File: src/rtl/alarm_ctrl_if.sv
// alarm_ctrl_if
//   Bundles the alarm controller's time/button inputs and its status outputs.
//   master: drives time, alarm setting, enable, buttons and the second tick
//   slave : the alarm controller itself
//   Signals: Sec_Tick, Time_BCD[15:0], Alarm_BCD[15:0], Alarm_En, Snooze,
//            Stop (to slave); Ringing, Snoozing, Buzzer (from slave).
interface alarm_ctrl_if;
  logic        Sec_Tick;
  logic [15:0] Time_BCD;
  logic [15:0] Alarm_BCD;
  logic        Alarm_En;
  logic        Snooze;
  logic        Stop;
  logic        Ringing;
  logic        Snoozing;
  logic        Buzzer;

  modport master (
    output Sec_Tick, Time_BCD, Alarm_BCD, Alarm_En, Snooze, Stop,
    input  Ringing, Snoozing, Buzzer
  );

  modport slave (
    input  Sec_Tick, Time_BCD, Alarm_BCD, Alarm_En, Snooze, Stop,
    output Ringing, Snoozing, Buzzer
  );
endinterface

File: src/rtl/alarm_ctrl.sv
// alarm_ctrl
//   Compares the BCD wall-clock time against the alarm setting and runs a
//   RING / SNOOZE state machine with second-based timeouts.
//   Ports:
//     Clk  - system clock, all state changes on posedge
//     Clr  - asynchronous active-low reset
//     bus  - alarm_ctrl_if.slave: Sec_Tick, Time_BCD, Alarm_BCD, Alarm_En,
//            Snooze, Stop in; Ringing, Snoozing, Buzzer out (all registered)
//   Parameters:
//     SNOOZE_SEC - snooze length in Sec_Tick pulses (1..65535)
//     RING_SEC   - auto-stop ring length in Sec_Tick pulses (1..65535)
module alarm_ctrl #(
  parameter int unsigned SNOOZE_SEC = 300,
  parameter int unsigned RING_SEC   = 60
) (
  input  logic         Clk,
  input  logic         Clr,
  alarm_ctrl_if.slave  bus
);

  localparam logic [15:0] RING_LD   = RING_SEC[15:0];
  localparam logic [15:0] SNOOZE_LD = SNOOZE_SEC[15:0];

  typedef enum logic [1:0] {
    IDLE   = 2'd0,
    RING   = 2'd1,
    SNOOZE = 2'd2
  } state_t;

  state_t      state;
  logic        match_q, snooze_q, stop_q;
  logic [15:0] ring_cnt, snooze_cnt;

  logic match, trigger, snz_e, stp_e;

  // Raw compare, no BCD validity check; the alarm fires once per entry
  // into the matching minute because trigger needs a rising match.
  assign match   = bus.Alarm_En & (bus.Time_BCD == bus.Alarm_BCD);
  assign trigger = match & ~match_q;
  assign snz_e   = bus.Snooze & ~snooze_q;
  assign stp_e   = bus.Stop & ~stop_q;

  always_ff @(posedge Clk or negedge Clr) begin
    if (!Clr) begin
      state        <= IDLE;
      match_q      <= 1'b0;
      snooze_q     <= 1'b0;
      stop_q       <= 1'b0;
      ring_cnt     <= '0;
      snooze_cnt   <= '0;
      bus.Ringing  <= 1'b0;
      bus.Snoozing <= 1'b0;
      bus.Buzzer   <= 1'b0;
    end else begin
      match_q  <= match;
      snooze_q <= bus.Snooze;
      stop_q   <= bus.Stop;
      case (state)
        IDLE: begin
          if (trigger) begin
            state       <= RING;
            ring_cnt    <= RING_LD;
            bus.Ringing <= 1'b1;
            bus.Buzzer  <= 1'b1;
          end
        end
        RING: begin
          // Button edges outrank the tick, so a coincident tick is dropped.
          if (!bus.Alarm_En || stp_e) begin
            state       <= IDLE;
            bus.Ringing <= 1'b0;
            bus.Buzzer  <= 1'b0;
          end else if (snz_e) begin
            state        <= SNOOZE;
            snooze_cnt   <= SNOOZE_LD;
            bus.Ringing  <= 1'b0;
            bus.Snoozing <= 1'b1;
            bus.Buzzer   <= 1'b0;
          end else if (bus.Sec_Tick && ring_cnt == 16'd1) begin
            state       <= IDLE;
            bus.Ringing <= 1'b0;
            bus.Buzzer  <= 1'b0;
          end else if (bus.Sec_Tick) begin
            ring_cnt   <= ring_cnt - 16'd1;
            bus.Buzzer <= ~bus.Buzzer;
          end
        end
        SNOOZE: begin
          if (!bus.Alarm_En || stp_e) begin
            state        <= IDLE;
            bus.Snoozing <= 1'b0;
            bus.Buzzer   <= 1'b0;
          end else if (bus.Sec_Tick && snooze_cnt == 16'd1) begin
            state        <= RING;
            ring_cnt     <= RING_LD;
            bus.Snoozing <= 1'b0;
            bus.Ringing  <= 1'b1;
            bus.Buzzer   <= 1'b1;
          end else if (bus.Sec_Tick) begin
            snooze_cnt <= snooze_cnt - 16'd1;
          end
        end
        default: begin
          state        <= IDLE;
          bus.Ringing  <= 1'b0;
          bus.Snoozing <= 1'b0;
          bus.Buzzer   <= 1'b0;
        end
      endcase
    end
  end

endmodule

File: src/flat_wrapper.sv
// flat-port wrapper written by rule: the top's interface ports become plain ports
module alarm_ctrl_flat 
#(
  parameter int unsigned SNOOZE_SEC = 300,
  parameter int unsigned RING_SEC   = 60
)
  (Clk, Clr, bus_Sec_Tick, bus_Time_BCD, bus_Alarm_BCD, bus_Alarm_En, bus_Snooze, bus_Stop, bus_Ringing, bus_Snoozing, bus_Buzzer);
  alarm_ctrl_if bus_i ();
  input  logic Clk;
  input  logic Clr;
  input wire logic [$bits(bus_i.Sec_Tick)-1:0] bus_Sec_Tick;
  input wire logic [$bits(bus_i.Time_BCD)-1:0] bus_Time_BCD;
  input wire logic [$bits(bus_i.Alarm_BCD)-1:0] bus_Alarm_BCD;
  input wire logic [$bits(bus_i.Alarm_En)-1:0] bus_Alarm_En;
  input wire logic [$bits(bus_i.Snooze)-1:0] bus_Snooze;
  input wire logic [$bits(bus_i.Stop)-1:0] bus_Stop;
  output wire logic [$bits(bus_i.Ringing)-1:0] bus_Ringing;
  output wire logic [$bits(bus_i.Snoozing)-1:0] bus_Snoozing;
  output wire logic [$bits(bus_i.Buzzer)-1:0] bus_Buzzer;
  assign bus_i.Sec_Tick = bus_Sec_Tick;
  assign bus_i.Time_BCD = bus_Time_BCD;
  assign bus_i.Alarm_BCD = bus_Alarm_BCD;
  assign bus_i.Alarm_En = bus_Alarm_En;
  assign bus_i.Snooze = bus_Snooze;
  assign bus_i.Stop = bus_Stop;
  assign bus_Ringing = bus_i.Ringing;
  assign bus_Snoozing = bus_i.Snoozing;
  assign bus_Buzzer = bus_i.Buzzer;
  alarm_ctrl #(.SNOOZE_SEC(SNOOZE_SEC), .RING_SEC(RING_SEC)) u_core (.Clk(Clk), .Clr(Clr), .bus(bus_i));
endmodule
File: config.mk
export PLATFORM = sky130hd
export DESIGN_NAME = alarm_ctrl_flat
export DESIGN_NICKNAME = d
export VERILOG_FILES = /design/src/rtl/alarm_ctrl_if.sv /design/src/rtl/alarm_ctrl.sv /design/src/flat_wrapper.sv
export SDC_FILE = /design/constraint.sdc
export NUM_CORES = 1
export LEC_CHECK = 0
export CAP_MARGIN = 20
export CORE_MARGIN = 2
export CORE_UTILIZATION = 55
export CTS_BUF_LIST = sky130_fd_sc_hd__clkbuf_4
export CTS_CLUSTER_DIAMETER = 30
export DETAILED_ROUTE_END_ITERATION = 6
export PLACE_DENSITY = 0.82
export SLEW_MARGIN = 20
export SYNTH_ARGS = -nofsm -noshare
export SYNTH_HDL_FRONTEND = slang
export SYNTH_SLANG_ARGS = --single-unit
File: constraint.sdc
create_clock -name Clk -period 3.4 [get_ports Clk]
set_clock_uncertainty 0.2 [all_clocks]
set_input_delay 0.51 -clock Clk [delete_from_list [all_inputs] [get_ports Clk]]
set_output_delay 0.51 -clock Clk [all_outputs]
set_load 0.02 [all_outputs]
==> flow_metrics.env <==
export IMPL_hold_viol_final=0
export IMPL_worst_ep_arrival_time_ns=2.90
export IMPL_hp_class="input port to asynchronous set/reset pin"
export IMPL_drtPass1Iterations=4
export IMPL_synthTopCellsByArea="dfrtp_1 (42%), xor2_1 (5.1%), nor2_1 (4.5%)"
export IMPL_grt_use_total_pct=23.11
export IMPL_clk_path_buf_depth=2
export IMPL_antenna_found_initial=0
export IMPL_worstReg2RegEnd="u_core.ring_cnt[15]"
export IMPL_io_pin_count=41
export IMPL_final_area_um2=2890
export IMPL_placedInstanceArea_um2=2840
export IMPL_cp_required_ns=3.42
export IMPL_cts_hold_buf=0
export IMPL_wl_per_cell_um=14.93
export IMPL_rr_startpoint="u_core.snooze_cnt[6]"
export IMPL_power_density_nw_per_um2=456.0
export IMPL_via_per_inst=5.977
export IMPL_end_kind="flip-flop"
export IMPL_cts_sinks=40
export IMPL_clockPowerShare_pct=18.2
export IMPL_ys_ff_latch=40
export IMPL_intPower_w=0.0008339
export IMPL_switching_power_w=0.0004841
export IMPL_path_clk_slew_ns=0.12
export IMPL_drcViolationCount=0
export IMPL_synthDistinctLibCells=48
export IMPL_p_leak_nw=1.178
export IMPL_std_cell_rows=23
export IMPL_drive_gt1_share_pct=8.000
export IMPL_synthFlopType="dfrtp_1"
export IMPL_cts_resized=0
export IMPL_grt_pass1_vias=2132
export IMPL_worstMarginPinSlew_ns=0.8881
export IMPL_n_antenna_cell=0
export IMPL_synth_nets=300
export IMPL_setup_tns_ns=0
export IMPL_ys_seq_area_share_pct=41.82
export IMPL_max_slew_margin_pct=40.79
export IMPL_hpwlAfterDp_um=3847
export IMPL_post_cts_setup_buffer_count=0
export IMPL_syn_area_per_cell_um2=9.277
export IMPL_rr_worst_depth=7
export IMPL_rsz0062_at_grt="false"
export IMPL_utilization_pct=70.73
export IMPL_grt_remaining_overflow=0
export IMPL_layout_min_cycle_time_ns=2.886
export IMPL_crit_path_max_fanout=10
export IMPL_start_util_pct=58.57
export IMPL_r2r_slack_ns=0.51
export IMPL_first_iter_violations=181
export IMPL_dp_slack_ns=0.4534
export IMPL_netlist_area_leader_share_pct=41.82
export IMPL_port_buffers=40
export IMPL_synth_edf_count=0
export IMPL_vias=2092
export IMPL_synth_top_area_cell="dfrtp_1"
export IMPL_grt_first_pass_wirelength_um=9211
export IMPL_path_class="flip-flop to flip-flop"
export IMPL_power_w=0.001318
export IMPL_async_flop_share_pct=100.0
export IMPL_drv_slew=0
export IMPL_area_growth_synth_to_final_pct=20.75
export IMPL_fin_ws_ns=0.5143
export IMPL_maxCapViolations=0
export IMPL_p_seq_share_pct=50.1
export IMPL_dieArea_um2=4896
export IMPL_ant_nets=0
export IMPL_h_tree_depth=2
export IMPL_yosysWarnings=0
export IMPL_totalWireLength_um=5227
export IMPL_max_freq_mhz=346.5
export IMPL_switching_share_pct=36.73
export IMPL_grt_max_degree=41
export IMPL_gp_congestion=0.8368
export IMPL_critPathLaunchType="flip-flop"
export IMPL_cts_tree="built"
export IMPL_timing_final_crit_share_pct=84.87
export IMPL_root_buffer="clkbuf_4"
export IMPL_layout_nets=342
export IMPL_setup_violations=0
export IMPL_clk_latency_ns=0.34
export IMPL_fp_dieH_um=69.97
export IMPL_irDropWorstVdd_mv=0.2461
export IMPL_p_comb_share_pct=31.7
export IMPL_cts_buffers=5
export IMPL_synth_area_um2=2394
export IMPL_netlist_instances=258
export IMPL_core_area_um2=4086
export IMPL_outcome="finished, final reports clean"
export IMPL_die_x_um=69.97
==> how the worst max path moves through the flow <==
| stage | endpoint | cells past startpoint | slack, ns | start |
|---|---|---|---|---|
| 2_1_floorplan | u_core.bus.Buzzer | 7 | 0.76 | u_core.snooze_cnt[6] |
| 3_3_place_gp | u_core.ring_cnt[11] | 7 | 0.48 | bus_Alarm_BCD[3] |
| 3_5_place_dp | u_core.ring_cnt[3] | 7 | 0.45 | bus_Alarm_BCD[3] |
| 4_1_cts | u_core.ring_cnt[11] | 6 | 0.54 | u_core.snooze_cnt[6] |
| 5_1_grt | u_core.ring_cnt[15] | 7 | 0.41 | u_core.snooze_cnt[6] |
| 6_report | u_core.ring_cnt[15] | 7 | 0.51 | u_core.snooze_cnt[6] |
==> Yosys cell counts, drive strengths merged, types with 4 or more instances <==
master,n
a21oi,9
and2,4
buf,4
clkbuf,6
dfrtp,40
ha,4
inv,10
nand2,17
nand2b,5
nand3,8
nor2,29
nor3,12
nor4,6
o211ai,6
o21ai,18
o31ai,14
o41ai,4
or4,5
xnor2,11
xor2,14
==> power groups by stage <==
stage	Combinational (W)	Sequential [W]	Clock, W
6_report	0.000418	0.000661	0.000239
5_1_grt	0.000469	0.000677	0.000264
4_1_cts	0.000419	0.000660	0.000244
3_5_place_dp	0.000416	0.000667	0
3_3_place_gp	0.000401	0.000664	0
2_1_floorplan	0.000283	0.000654	0
==> cells in the final DEF, fill, tap and decap left out, drive strengths merged, types with 5 or more instances in the layout <==
| cell type | synthesis | layout |
|---|---|---|
| o21ai | 18 | 18 |
| or4 | 5 | 5 |
| dfrtp | 40 | 40 |
| clkdlybuf4s50 | 0 | 39 |
| nand3 | 8 | 8 |
| nand2b | 5 | 5 |
| xnor2 | 11 | 11 |
| inv | 10 | 10 |
| xor2 | 14 | 14 |
| nor4 | 6 | 6 |
| nor3 | 12 | 12 |
| nor2 | 29 | 29 |
| nand2 | 17 | 17 |
| a21oi | 9 | 9 |
| buf | 4 | 6 |
| clkbuf | 6 | 6 |
| o211ai | 6 | 6 |
| o31ai | 14 | 14 |
==> critical path: stages, from the launching register on <==
cell and delay (ns):
dfrtp_1 0.43, or4_1 0.54, or4_1 0.67, nor4_4 0.22, a311oi_1 0.09, buf_4 0.20
o31ai_1 0.29, o41ai_1 0.12
==> routing by layer <==
metal,GRT usage [%],up-vias,wire (um)
li1,-,1027,-
met2,37.67,70,2458
met3,5.483,5,283
met5,0,-,0
met4,7.265,0,53
met1,30.46,990,2431
==> cells by family (layout without fill, tap and decap cells) <==
group / after synthesis / after routing / synth area share, %
mux: 1 / 1 / 0.4704
buf+inv: 20 / 62 / 3.607
fa+ha+maj: 4 / 4 / 2.091
xor+xnor: 25 / 25 / 9.148
flops: 40 / 40 / 41.82
compound gates: 67 / 67 / 20.86
simple gates: 101 / 101 / 22.01
==> flip-flops by register name (all words and copies together) (netlist names) <==
| signal | count |
|---|---|
| u_core.bus.Ringing | 1 |
| u_core.state | 2 |
| u_core.bus.Snoozing | 1 |
| u_core.match_q | 1 |
| u_core.snooze_q | 1 |
| u_core.snooze_cnt | 16 |
| u_core.ring_cnt | 16 |
| u_core.bus.Buzzer | 1 |
| u_core.stop_q | 1 |
==> final cells by class <==
class | instances | area [um^2]
Multi-Input combinational cell | 198 | 1306
Tap cell | 50 | 62.56
Sequential cell | 40 | 1001
Timing Repair Buffer | 45 | 432.9
Clock inverter | 1 | 5.005
Inverter | 10 | 37.54
Clock buffer | 6 | 45.04
Fill cell | 338 | 1196
==> per-stage QoR <==
step / hold WS [ns] / cells
after floorplan: 0.01441 / 258
after global placement: 0.2704 / 343
after detailed placement: 0.2776 / 343
after CTS: 0.1129 / 350
after global routing: 0.1336 / 350
final: 0.07948 / 350
Note: power is estimated with default switching activity, not from simulation.
